File: config.mk
export PLATFORM = sky130hd
export DESIGN_NAME = nonce_sweep_ctrl
export DESIGN_NICKNAME = d
export VERILOG_FILES = /design/src/rtl/nonce_sweep_ctrl.sv
export SDC_FILE = /design/constraint.sdc
export NUM_CORES = 1
export LEC_CHECK = 0
export BUFFER_PORTS_ARGS = -buffer_cell sky130_fd_sc_hd__buf_2
export CAP_MARGIN = 30
export CELL_PAD_IN_SITES_DETAIL_PLACEMENT = 1
export CELL_PAD_IN_SITES_GLOBAL_PLACEMENT = 1
export CORE_MARGIN = 8
export CORE_UTILIZATION = 37
export CTS_BUF_LIST = sky130_fd_sc_hd__clkbuf_8 sky130_fd_sc_hd__clkbuf_16
export DETAILED_ROUTE_END_ITERATION = 10
export PLACE_DENSITY_LB_ADDON = 0.2
export SLEW_MARGIN = 0
export SYNTH_ARGS = -nofsm -noshare
export SYNTH_HDL_FRONTEND = slang
export SYNTH_SLANG_ARGS = --single-unit
File: constraint.sdc
create_clock -name clk -period 2.9 [get_ports clk]
set_clock_uncertainty 0.1 [all_clocks]
set_input_delay 0.145 -clock clk [delete_from_list [all_inputs] [get_ports clk]]
set_output_delay 0.145 -clock clk [all_outputs]
set_load 0.005 [all_outputs]
File: src/rtl/nonce_sweep_ctrl.sv
// Drives one compression engine across a run of nonces, writes each H0 to memory
// and keeps the smallest H0 seen together with the nonce that produced it.
module nonce_sweep_ctrl #(
  parameter int NW      = 7,
  parameter int AW      = 16,
  parameter int TIMEOUT = 200
) (
  input  logic          clk,
  input  logic          reset_n,
  input  logic          start,
  input  logic [31:0]   base_nonce,
  input  logic [NW-1:0] num_nonces,
  input  logic [AW-1:0] out_base,
  output logic          eng_clr,
  output logic          eng_on,
  output logic [31:0]   eng_nonce,
  input  logic          eng_finished,
  input  logic [31:0]   eng_h0,
  output logic          mem_we,
  output logic [AW-1:0] mem_addr,
  output logic [31:0]   mem_wdata,
  output logic          busy,
  output logic          done,
  output logic          timeout_err,
  output logic [31:0]   best_nonce,
  output logic [31:0]   best_h0
);

  localparam int CW = (TIMEOUT > 1) ? $clog2(TIMEOUT) : 1;

  typedef enum logic [2:0] {S_IDLE, S_CLEAR, S_RUN, S_WRITE, S_DONE} state_t;

  state_t        state;
  logic [NW-1:0] idx;
  logic [NW-1:0] num_q;
  logic [31:0]   base_q;
  logic [AW-1:0] out_base_q;
  logic [CW-1:0] cnt;

  assign busy = (state != S_IDLE);

  // mem_wdata doubles as the captured H0; it is held unchanged through WRITE.
  always_ff @(posedge clk or negedge reset_n) begin
    if (!reset_n) begin
      state       <= S_IDLE;
      idx         <= '0;
      num_q       <= '0;
      base_q      <= '0;
      out_base_q  <= '0;
      cnt         <= '0;
      eng_clr     <= 1'b0;
      eng_on      <= 1'b0;
      eng_nonce   <= '0;
      mem_we      <= 1'b0;
      mem_addr    <= '0;
      mem_wdata   <= '0;
      done        <= 1'b0;
      timeout_err <= 1'b0;
      best_nonce  <= '0;
      best_h0     <= '1;
    end else begin
      eng_clr <= 1'b0;
      mem_we  <= 1'b0;
      done    <= 1'b0;
      case (state)
        S_IDLE: begin
          if (start) begin
            base_q      <= base_nonce;
            num_q       <= num_nonces;
            out_base_q  <= out_base;
            idx         <= '0;
            timeout_err <= 1'b0;
            best_h0     <= '1;
            best_nonce  <= '0;
            if (num_nonces == '0) begin
              done  <= 1'b1;
              state <= S_DONE;
            end else begin
              eng_clr   <= 1'b1;
              eng_nonce <= base_nonce;
              state     <= S_CLEAR;
            end
          end
        end
        S_CLEAR: begin
          eng_on <= 1'b1;
          cnt    <= '0;
          state  <= S_RUN;
        end
        S_RUN: begin
          // finished takes priority over a timeout landing on the same cycle
          if (eng_finished) begin
            eng_on    <= 1'b0;
            mem_we    <= 1'b1;
            mem_addr  <= out_base_q + AW'(idx);
            mem_wdata <= eng_h0;
            state     <= S_WRITE;
          end else if (cnt == CW'(TIMEOUT - 1)) begin
            eng_on      <= 1'b0;
            timeout_err <= 1'b1;
            done        <= 1'b1;
            state       <= S_DONE;
          end else begin
            cnt <= cnt + CW'(1);
          end
        end
        S_WRITE: begin
          if (mem_wdata < best_h0) begin
            best_h0    <= mem_wdata;
            best_nonce <= eng_nonce;
          end
          if (idx == num_q - NW'(1)) begin
            done  <= 1'b1;
            state <= S_DONE;
          end else begin
            idx       <= idx + NW'(1);
            eng_clr   <= 1'b1;
            eng_nonce <= base_q + 32'(idx) + 32'd1;
            state     <= S_CLEAR;
          end
        end
        S_DONE: begin
          state <= S_IDLE;
        end
        default: begin
          eng_on <= 1'b0;
          state  <= S_IDLE;
        end
      endcase
    end
  end

endmodule

# Word-level counts from Yosys, hierarchy flattened
# Index checks and enable logic that the tools add are counted.
[word_totals]
regBits = 222
ram_bits = 0
inputBits = 91
romBits = 0
n_memories = 0
elab_cells = 95
output_inout_bits = 150
latchBits = 0
[classes]
div = 0
eq_ne = 14
shifts = 0
addsub = 6
reduce_logical = 16
bitwise = 1
muxes = 41
magnitude_cmp = 1
mul = 0
[ops]
columns = ["operator", "n"]
rows = [
  ["$mux W32", 7],
  ["$pmux W32 S2", 3],
  ["$add A32 B1 Y32 const B", 1],
  ["$add A32 B7 Y32", 1],
  ["$lt A32 B32 Y1", 1],
  ["$add A16 B7 Y16", 1],
  ["$mux W8", 2],
  ["$pmux W8 S2", 1],
  ["$mux W1", 15],
  ["$mux W3", 5],
  ["$mux W7", 2],
  ["$ne A2 B2 Y1 const B", 7],
  ["$pmux W7 S2", 1],
  ["$pmux W3 S4", 1],
  ["$reduce_and A3 Y1", 3],
  ["$add A8 B1 Y8 const B", 1],
  ["$eq A8 B8 Y1 const B", 1],
  ["$reduce_and A2 Y1", 4],
  ["$reduce_and A4 Y1", 2],
  ["$add A7 B1 Y7 const B", 1],
  ["$eq A7 B7 Y1", 1],
  ["$logic_not A7 Y1", 1],
  ["$sub A7 B1 Y7 const B", 1],
  ["$eq A3 B2 Y1 const B", 2],
  ["10 further kinds", 14],
]

# Longest topological paths before layout
# Gate-level depths: netlist of run 1.
[logic_depth]
ltp_word = 4
mapped_depth = 12
mapped_depth_nobuf = 10

# Worst setup path before layout of run 1
# OpenSTA, ideal clock, no wires.
[synth_timing]
kind = "flip-flop to flip-flop"
startpoint = "register idx[0]"
endpoint = "register eng_nonce[28]"
path_buffers = 0
required_time_ns = 2.675
period_less_slack_ns = 2.815
stages_incl_launch_ff = 11
path_slack_ns = 0.085
setup_ns = 0.125
arrival_time_ns = 2.590
cell_sequence = "dfrtp_1 inv_1 ha_1 fa_1 nor2b_1 o31a_1 o41ai_1 or4b_2 nand3_1 o311ai_0 mux2_4"
[synth_between]
elab_chain_cells = 4
word_cells_on_any_way = 7
classes_between = "add/sub: 2; eq/ne: 2; mux: 2; reduce/logical: 1"
[synth_rtl]
columns = ["element", "line", "text"]
rows = [
  ["from (decl)", "34", "logic [NW-1:0] idx;"],
  ["from (signal assigned)", "116", "idx <= idx + NW'(1);"],
  ["$add A32 B7 Y32", "118", "eng_nonce <= base_q + 32'(idx) + 32'd1;"],
  ["$add A32 B1 Y32", "118", ""],
  ["$mux W32", "112", "if (idx == num_q - NW'(1)) begin"],
  ["$pmux W32 S2", "65", "case (state)"],
  ["to (signal assigned)", "80", "eng_nonce <= base_nonce;"],
  ["to (signal assigned)", "118", ""],
  ["to (decl)", "16", "output logic [31:0] eng_nonce,"],
]
# Parallel ways exist; a longest one is shown, timed or not. The select of a mux whose other input is x is not followed.
# A chain may end at the register's enable or synchronous reset.

# Worst setup path after layout of run 1
[layout_timing]
startpoint = "register idx[0]"
endpoint = "register eng_nonce[18]"
# The elaborated chain is that of the path after synthesis.

==> results.py, run 1 <==
metrics = {
    "sta": {
        "slew_headroom_pct": 51.5,
        "final_hold_viol_count": 0,
        "rsz0062_at_grt": "yes",
        "worst_pin_slew_ns": 0.727,
        "period_minus_slack_ns": 2.79,
        "tns_ns": 0,
        "finalMaxSlewViolations": 0,
        "clock.fmax_ghz": 0.358,
        "finalCritPeriodShare_pct": 96.3,
        "setup_violations": 0,
    },
    "synth": {
        "synth_edf_count": 0,
        "syn_avg_cell_area_sq_um": 9.17,
        "synth.distinct_cells": 64,
        "syn_area_sq_um": 11200,
        "synth_async_sr_flop_share_pct": 100,
        "ys_ff_latch": 222,
        "synth_top_area_cell": "dfrtp_1",
        "ys.warnings.count": 0,
        "synthFlopType": "dfrtp_1",
        "ys_top_cells_by_area": "dfrtp_1 42%, nand2_1 11%, dfstp_2 7.5%",
        "netlist.area_leader.share_pct": 42.4,
        "syn_inst": 1223,
        "syn-num-nets": 1364,
        "ys_seq_area_share_pct": 49.9,
    },
    "route": {
        "drtIter0Drc": 486,
        "top_layer": "met4",
        "totalWireLength_mm": 36.4,
        "ant_nets": 0,
        "routed_via_density": 5.00,
        "route.met2.wl_mm": 17.7,
        "wl_met1_mm": 16.1,
        "wl_met3_mm": 2.05,
        "drc": 0,
        "num_vias": 9972,
        "wl_per_cell_um": 18.2,
        "dr.pass1.iters": 4,
    },
    "final_layout": {
        "drive_gt1_share_pct": 26.9,
        "final_cell_mix": "329 x nand2_1, 239 x buf_2, 190 x dfrtp_1",
        "fin_util_pct": 50.7,
        "nFillCells": 3439,
        "final_cell_area_sq_um": 15100,
        "final_net_count": 1724,
        "final_common_cell": "nand2_1",
        "area_growth_pct": 34.4,
    },
    "clock_network": {
        "cts_buffers": 27,
        "cts_sinks": 222,
        "cts_root_buffer": "clkbuf_16",
        "clk_latency_ns": 0.54,
        "cts_tree": "yes",
        "clk_path_buf_depth": 3,
        "clk_pin_slew_worst_paths_ns": 0.06,
        "h-tree-depth": 1,
    },
    "die": {
        "die-area_sq_um": 36100,
        "die_y_um": 190,
        "die_w_um": 190,
        "fp.coreArea_sq_um": 29700,
        "ios": 241,
        "num_rows": 63,
        "initial_core_util_pct": 37.7,
    },
    "global_route": {
        "track_usage_pct": 19.9,
        "first_global_vias": 10800,
        "grt_first_pass_wirelength_mm": 58.9,
        "grt_max_degree": 68,
        "antenna_found_initial": 1,
        "gr-total-overflow": 0,
    },
    "place": {
        "dpl_cell_area_sq_um": 13200,
        "io_buffers": 240,
        "globalplace.congestion": 0.803,
        "hpwl_mm": 25.5,
    },
    "critical_path": {
        "start_kind": "flop",
        "critPathCaptureType": "flop",
        "cp.required_ns": 3.23,
        "cp.arrival_ns": 3.12,
        "cp_max_fo": 5,
        "path_class": "flop to flop",
    },
    "power": {
        "ir_drop_mv": 0.469,
        "power.density_nw_per_um2": 1090,
        "p_total_w": 0.0164,
        "leakage_nw": 7.55,
    },
    "outcome": {
        "status": "completed",
    },
    "min_path": {
        "min_path_type": "primary input to asynchronous set/reset pin",
    },
    "job": {
        "cap_violations": 0,
    },
}
## worst max-delay path: stages, from the launching register on
cell and delay (ns):
dfrtp_1 0.36, inv_2 0.06, ha_4 0.16, fa_2 0.37, nor2b_2 0.13, o31a_1 0.21
o41ai_4 0.11, buf_4 0.20, or3b_2 0.50, xor2_2 0.15, a21oi_1 0.08, mux2_4 0.27
## registers in the layout, summed over array words and instances (netlist names), 3 cells and up
| register | count |
|---|---|
| out_base_q | 16 |
| cnt | 8 |
| idx | 7 |
| best_nonce | 32 |
| best_h0 | 32 |
| state | 3 |
| mem_addr | 16 |
| base_q | 32 |
| eng_nonce | 32 |
| mem_wdata | 32 |
| num_q | 7 |
## per-stage QoR
stage	worst slack, ns	std cells	hold slack (ns)
finish	0.107	1995	0.0793
detailed placement	-0.130	1849	0.0508
floorplan	0.0850	1223	-0.251
CTS	0.0210	1988	0.0803
global placement	-0.0351	1849	0.0498
global route	-0.0383	1995	0.105
## cell type report
class | count | area, sq um | share of cell area (%)
timing repair buffer | 390 | 2670 | 17.7
antenna | 1 | 2.50 | 0.0166
tap | 390 | 488 | 3.24
clock inverter | 19 | 106 | 0.706
sequential | 222 | 5600 | 37.1
multi-input combinational | 855 | 5150 | 34.2
clock buffer | 31 | 731 | 4.85
inverter | 87 | 329 | 2.18
## synth_stat cells (10+ instances only)
| master | instances |
|---|---|
| ha_1 | 48 |
| xor2_1 | 17 |
| dfstp_2 | 32 |
| nand3_1 | 51 |
| nor2_1 | 35 |
| xnor2_1 | 33 |
| a21oi_1 | 27 |
| clkbuf_1 | 47 |
| nor3_1 | 19 |
| o21ai_0 | 151 |
| nand2_1 | 331 |
| mux2_4 | 28 |
| dfrtp_1 | 190 |
| nand2b_1 | 10 |
| inv_1 | 84 |
## power by group
group	internal, W	total, W	leakage, nW	switching [W]
registers	0.00469	0.00594	2.75	0.00124
clock network	0.00187	0.00319	0.466	0.00132
logic	0.00338	0.00732	4.33	0.00394
## metal layers
metal	global-route usage, %	vias up
met5	0	-
met4	4.27	0
met3	3.88	35
met2	33.9	219
met1	25.8	4923
li1	-	4795
## cells by family after synthesis
kind of cell               after synthesis  synth area share (%)
xor gates and xnor gates                50                  3.90
muxes                                   40                  4.88
and+or+nand+nor                        490                  18.8
adders and majority gates               50                  5.71
DFF                                    222                  49.9
AOI/OAI and AO/OA                      225                  11.6
buffers and inverters                  146                  5.13
## final timing paths
check,slack (ns),depth (start not counted),start,endpoint
worst max-delay path,0.11,11,idx[0]$_DFFE_PN0P_,eng_nonce[18]$_DFFE_PN0P_
worst min register to register,0.37,2,mem_addr[3]$_DFFE_PN0P_,mem_addr[3]$_DFFE_PN0P_
worst max register to register,0.11,11,idx[0]$_DFFE_PN0P_,eng_nonce[18]$_DFFE_PN0P_
max in group asynchronous,1.79,3,reset_n,best_nonce[25]$_DFFE_PN0P_
worst min-delay path,0.08,2,reset_n,mem_wdata[12]$_DFFE_PN0P_
min in group clk,0.20,5,start,base_q[2]$_DFFE_PN0P_
## timing repair
action	in CTS	in global routing
hold endpoints to repair	288	0
hold buffers	89	0
endpoints found under the setup margin	5	58
resized for setup	6	16
setup buffers	1	5
pin swaps	5	6
gates cloned	0	1
Note: power is estimated with default switching activity, not from simulation.
==> run 2, diff against run 1 <==
- BUFFER_PORTS_ARGS: -buffer_cell sky130_fd_sc_hd__buf_2 -> unset
- CORE_UTILIZATION: 37 -> 48
- CTS_CLUSTER_DIAMETER: unset -> 80
- DONT_BUFFER_PORTS: unset -> 1
- clock period: 2.9 -> 2.7 ns (I/O delays scaled with it)
==> run 2 against run 1 <==
- the flow now finishes with violations (negative hold slack, negative setup slack)
- worst setup slack worse by 0.16 ns
- combinational power up 6.1%
- die area down 21%
- register-to-register slack worse by 0.16 ns
- clock power up 5%
- total power up 9.0%
- critical path depth unchanged
- sequential cell count unchanged
- critical endpoint is now best_nonce[26]$_DFFE_PN0P_
==> results.py, run 2 (synthesized netlist as in run 1, its figures left out) <==
metrics = {
    "critical_path": {
        "cp.required_ns": 3.02,
        "crit_chain": "inv_1 -> ha_1 -> a21oi_1 -> a21boi_0 -> o21ai_0 -> nand3_2 -> a21oi_4 -> buf_12 -> clkbuf_16 -> nand3_1 -> o21ai_0",
        "critPathCaptureType": "flop",
        "cp_max_fo": 9,
        "cpLargestDelayFamily": "compound AO/OA/AOI/OAI gates",
        "worst-path-buf-inv": 3,
        "start_kind": "flop",
        "cp_common_cell": "o21ai_0",
        "path_class": "flop to flop",
        "cp.arrival_ns": 3.07,
        "slowest_delay_ns": 0.56,
        "cpMaxStageDelayCell": "dfstp_2",
    },
    "route": {
        "routed_via_density": 5.62,
        "dr.pass1.iters": 5,
        "drc": 0,
        "wl_met3_mm": 2.26,
        "wl_per_cell_um": 22.3,
        "ant_nets": 0,
        "route.met2.wl_mm": 19.7,
        "totalWireLength_mm": 38.2,
        "wl_met1_mm": 15.2,
        "top_layer": "met5",
        "drtIter0Drc": 618,
        "num_vias": 9636,
    },
    "clock_network": {
        "cts_buffers": 25,
        "postCtsHoldBufs": 107,
        "clk_latency_ns": 0.53,
        "cts_root_buffer": "clkbuf_16",
        "clk_pin_slew_worst_paths_ns": 0.06,
        "h-tree-depth": 1,
        "clk_path_buf_depth": 3,
        "cts_tree": "yes",
        "cts_sinks": 222,
    },
    "outcome": {
        "violations": "negative hold slack, negative setup slack",
        "status": "finished, violations left",
    },
    "global_route": {
        "first_global_vias": 10300,
        "track_usage_pct": 24.7,
        "grt_first_pass_wirelength_mm": 56.9,
        "grt_max_degree": 223,
        "gr-total-overflow": 0,
        "antenna_found_initial": 3,
    },
    "final_layout": {
        "drive_gt1_share_pct": 17.3,
        "final_net_count": 1517,
        "area_growth_pct": 28.0,
        "final_cell_mix": "329 x nand2_1, 190 x dfrtp_1, 136 x o21ai_0",
        "fin_util_pct": 61.9,
        "final_common_cell": "nand2_1",
        "nFillCells": 2543,
    },
    "die": {
        "die_y_um": 169,
        "die_w_um": 169,
        "die-area_sq_um": 28500,
        "fp.coreArea_sq_um": 23200,
        "num_rows": 56,
        "initial_core_util_pct": 48.4,
        "ios": 241,
    },
    "power": {
        "ir_drop_mv": 0.671,
        "p_total_w": 0.0179,
        "p_sw_w": 0.00731,
        "p_int_w": 0.0106,
        "leakage_nw": 6.72,
        "netSwitchingFraction_pct": 40.8,
        "power.density_nw_per_um2": 1250,
        "p_comb_share_pct": 43.4,
        "clockPowerShare_pct": 18.7,
        "seq_power_share_pct": 37.9,
    },
    "place": {
        "hpwl_mm": 22.9,
        "globalplace.congestion": 0.827,
        "io_buffers": 0,
        "place_ws_ns": -0.118,
    },
    "sta": {
        "period_minus_slack_ns": 2.75,
        "finalMaxSlewViolations": 0,
        "clock.fmax_ghz": 0.364,
        "worst_pin_slew_ns": 0.618,
        "rsz0062_at_grt": "yes",
        "setup_violations": 8,
        "finalCritPeriodShare_pct": 102,
        "holdWs_ns": -0.788,
        "setup_slack_ns": -0.0500,
        "final_hold_viol_count": 222,
        "slew_headroom_pct": 58.8,
    },
    "min_path": {
        "min_path_type": "primary input to asynchronous set/reset pin",
    },
    "job": {
        "cap_violations": 0,
    },
}
[run 2: cell types whose count changed in the layout (fill, tap and decap cells not counted), sizes merged]
cell	change
buf	-228
clkbuf	+5
clkinv	+3
clkinvlp	+1
diode	+1
dlygate4sd3	+18
inv	-9
[run 2: worst reg2reg max path, cell delays in order (launching register included)]
cell and delay, ns:
dfstp_2 0.56, inv_1 0.06, ha_1 0.32, a21oi_1 0.19, a21boi_0 0.11, o21ai_0 0.25
nand3_2 0.16, a21oi_4 0.24, buf_12 0.19, clkbuf_16 0.19, nand3_1 0.13, o21ai_0 0.14
[run 2: through the flow]
stage          hold WS, ns  instance area (sq um)  std cells  setup TNS (ns)
2_1_floorplan       -0.261                  11200       1223         -0.0701
3_3_place_gp        -0.254                  11900       1540          -0.197
3_5_place_dp        -0.255                  11900       1540           -1.57
4_1_cts             -0.813                  13900       1696          -0.178
5_1_grt             -0.808                  14400       1715           -4.37
6_report            -0.788                  14400       1715          -0.167
[run 2: worst paths after layout]
kind / from / to / slack, ns / cells after the start
worst min register to register: out_base_q[0]$_DFFE_PN0P_ / out_base_q[0]$_DFFE_PN0P_ / 0.39 / 2
min in group clk: start / num_q[5]$_DFFE_PN0P_ / 0.05 / 3
max in group asynchronous: reset_n / mem_wdata[10]$_DFFE_PN0P_ / 2.76 / 0
worst max register to register: best_h0[6]$_DFFE_PN1P_ / best_nonce[26]$_DFFE_PN0P_ / -0.05 / 11
worst max-delay path: best_h0[6]$_DFFE_PN1P_ / best_nonce[26]$_DFFE_PN0P_ / -0.05 / 11
worst min-delay path: reset_n / mem_addr[9]$_DFFE_PN0P_ / -0.79 / 0
[run 2: timing repair]
action,4_1_cts,5_1_grt
cloned,1,8
gates resized for setup,17,66
hold endpoints to repair,350,222
setup endpoints to repair,31,102
pin swaps,13,16
buffers inserted,3,9
[run 2: metal layers]
| metal | global-route usage, % | vias up |
|---|---|---|
| met5 | 0 | - |
| met4 | 6.52 | 2 |
| met3 | 5.03 | 68 |
| met2 | 43.2 | 295 |
| met1 | 30.6 | 4885 |
| li1 | - | 4386 |
[run 2: power groups by stage]
| stage | clock network, W | logic (W) | registers, W |
|---|---|---|---|
| CTS | 0.00341 | 0.00663 | 0.00677 |
| finish | 0.00335 | 0.00777 | 0.00680 |
| global route | 0.00351 | 0.00855 | 0.00702 |
| global placement | 0 | 0.00577 | 0.00673 |
| detailed placement | 0 | 0.00608 | 0.00680 |
| floorplan | 0 | 0.00446 | 0.00615 |
[run 2: cell type report]
type                    count  area, sq um  share of cell area (%)
clock buffers              31          708                    4.93
multi-input cells         855         5330                    37.1
inverters                  87          332                    2.31
well taps                 319          399                    2.78
flip-flops and latches    222         5600                    39.0
diodes                      2         5.00                  0.0349
repair buffers            185         1900                    13.2
clock inverters            14         93.8                   0.653
==> run 3, diff against run 2 <==
- SKIP_LAST_GASP: unset -> 1
==> run 3 against run 2 <==
- the run still ends with negative hold slack, negative setup slack left
- worst setup slack better by 0.0012 ns
- design area hardly changed
- sequential power is essentially flat
- non-clock buffer count is the same
- clock power is essentially flat
- maximum frequency is essentially flat
==> results.py, run 3 (synthesized netlist as in run 1, its figures left out) <==
metrics = {
    "sta": {
        "worst_pin_slew_ns": 0.557,
        "finalMaxSlewViolations": 0,
        "setup_slack_ns": -0.0487,
        "period_minus_slack_ns": 2.75,
        "holdWs_ns": -0.788,
        "clock.fmax_ghz": 0.364,
        "setup_violations": 11,
        "rsz0062_at_grt": "yes",
        "slew_headroom_pct": 62.5,
        "finalCritPeriodShare_pct": 102,
        "final_hold_viol_count": 222,
        "tns_ns": -0.182,
    },
    "place": {
        "io_buffers": 0,
        "globalplace.congestion": 0.827,
        "dpl_cell_area_sq_um": 11900,
        "hpwl_mm": 22.9,
    },
    "clock_network": {
        "cts_tree": "yes",
        "h-tree-depth": 1,
        "clk_path_buf_depth": 3,
        "clk_pin_slew_worst_paths_ns": 0.06,
        "postCtsHoldBufs": 107,
        "clk_latency_ns": 0.53,
        "cts_root_buffer": "clkbuf_16",
        "cts_sinks": 222,
        "cts_buffers": 25,
    },
    "route": {
        "drtIter0Drc": 628,
        "dr.pass1.iters": 5,
        "routed_via_density": 5.63,
        "totalWireLength_mm": 38.1,
        "wl_per_cell_um": 22.2,
        "num_vias": 9658,
        "ant_nets": 0,
        "drc": 0,
    },
    "die": {
        "num_rows": 56,
        "die_w_um": 169,
        "ios": 241,
        "fp.coreArea_sq_um": 23200,
        "die_y_um": 169,
        "die-area_sq_um": 28500,
        "initial_core_util_pct": 48.4,
    },
    "global_route": {
        "antenna_found_initial": 3,
        "first_global_vias": 10300,
        "grt_first_pass_wirelength_mm": 56.9,
        "gr-total-overflow": 0,
        "track_usage_pct": 24.7,
        "grt_max_degree": 223,
    },
    "power": {
        "p_int_w": 0.0106,
        "p_sw_w": 0.00730,
        "seq_power_share_pct": 38.0,
        "p_comb_share_pct": 43.4,
        "clockPowerShare_pct": 18.6,
        "power.density_nw_per_um2": 1250,
        "ir_drop_mv": 0.671,
        "netSwitchingFraction_pct": 40.8,
        "leakage_nw": 6.72,
        "p_total_w": 0.0179,
    },
    "final_layout": {
        "multi_input_area_sq_um": 5320,
        "nFillCells": 2539,
        "final_net_count": 1517,
        "seq_area_sq_um": 5600,
        "final_cell_mix": "329 x nand2_1, 190 x dfrtp_1, 141 x o21ai_0",
        "area_growth_pct": 28.0,
        "final_cell_area_sq_um": 14400,
        "final_common_cell": "nand2_1",
        "drive_gt1_share_pct": 17.2,
    },
    "critical_path": {
        "cp.arrival_ns": 3.07,
        "start_kind": "flop",
        "critPathCaptureType": "flop",
        "cp.required_ns": 3.02,
        "path_class": "flop to flop",
        "cp_max_fo": 9,
    },
    "min_path": {
        "min_path_type": "primary input to asynchronous set/reset pin",
    },
    "outcome": {
        "violations": "negative hold slack, negative setup slack",
        "status": "finished, violations left",
    },
    "job": {
        "cap_violations": 0,
    },
}
## run 3: path summary, 6_finish.rpt
kind	startpoint	to	slack, ns	cells after the start
worst max register to register	best_h0[1]$_DFFE_PN1P_	best_nonce[26]$_DFFE_PN0P_	-0.05	10
worst min register to register	out_base_q[0]$_DFFE_PN0P_	out_base_q[0]$_DFFE_PN0P_	0.39	2
worst max-delay path	best_h0[1]$_DFFE_PN1P_	best_nonce[26]$_DFFE_PN0P_	-0.05	10
worst min-delay path	reset_n	mem_addr[9]$_DFFE_PN0P_	-0.79	0
min in group clk	start	num_q[5]$_DFFE_PN0P_	0.04	3
max in group asynchronous	reset_n	best_h0[10]$_DFFE_PN1P_	2.80	0
## run 3: layout make-up
cell class                      count  area share, %
Tap cell                          319           2.78
Multi-Input combinational cell    855           37.1
Clock buffer                       31           4.93
Sequential cell                   222           39.0
Inverter                           87           2.31
Timing Repair Buffer              185           13.2
Antenna cell                        2         0.0349
Clock inverter                     14          0.654
## run 3: power by group through the flow
stage,Combinational [W],Clock (W),Sequential (W)
after floorplan,0.00446,0,0.00615
after global placement,0.00577,0,0.00673
after detailed placement,0.00608,0,0.00680
after CTS,0.00662,0.00341,0.00677
after global routing,0.00853,0.00351,0.00702
final,0.00776,0.00334,0.00680
## run 3: critical path, cell delays in order (launching register included)
cell and delay [ns]:
dfstp_2 0.58, inv_1 0.07, ha_1 0.27, a2111o_1 0.39, a32oi_2 0.21, nand3_2 0.14
a21oi_4 0.24, buf_12 0.19, clkbuf_16 0.18, nand3_1 0.12, o21ai_0 0.14
## run 3: per-layer routing
metal  track usage, %  part of all wire (%)  vias to the layer above  wire length, um
met5                0                 0.034                        -               13
met4             6.52                   2.7                        2             1020
met3             5.03                   5.7                       66             2180
met2             43.2                    52                      283            19700
met1             30.6                    40                     4924            15200
li1                 -                     -                     4383                -
## run 3: timing repair
action	CTS	global route
cloned	1	8
setup endpoints to repair	31	103
setup buffers	3	9
hold endpoints to repair	350	222
pin swaps	13	16
resized for setup	15	62
## run 3: per-stage QoR
| step | hold slack [ns] | utilization [%] | worst slack (ns) | instances |
|---|---|---|---|---|
| 3_5_place_dp | -0.255 | 51.3 | -0.118 | 1540 |
| 6_report | -0.788 | 61.9 | -0.0487 | 1715 |
| 4_1_cts | -0.813 | 59.8 | -0.0491 | 1696 |
| 2_1_floorplan | -0.261 | - | -0.0376 | 1223 |
| 5_1_grt | -0.808 | 61.9 | -0.138 | 1715 |
| 3_3_place_gp | -0.254 | 51.3 | -0.0491 | 1540 |
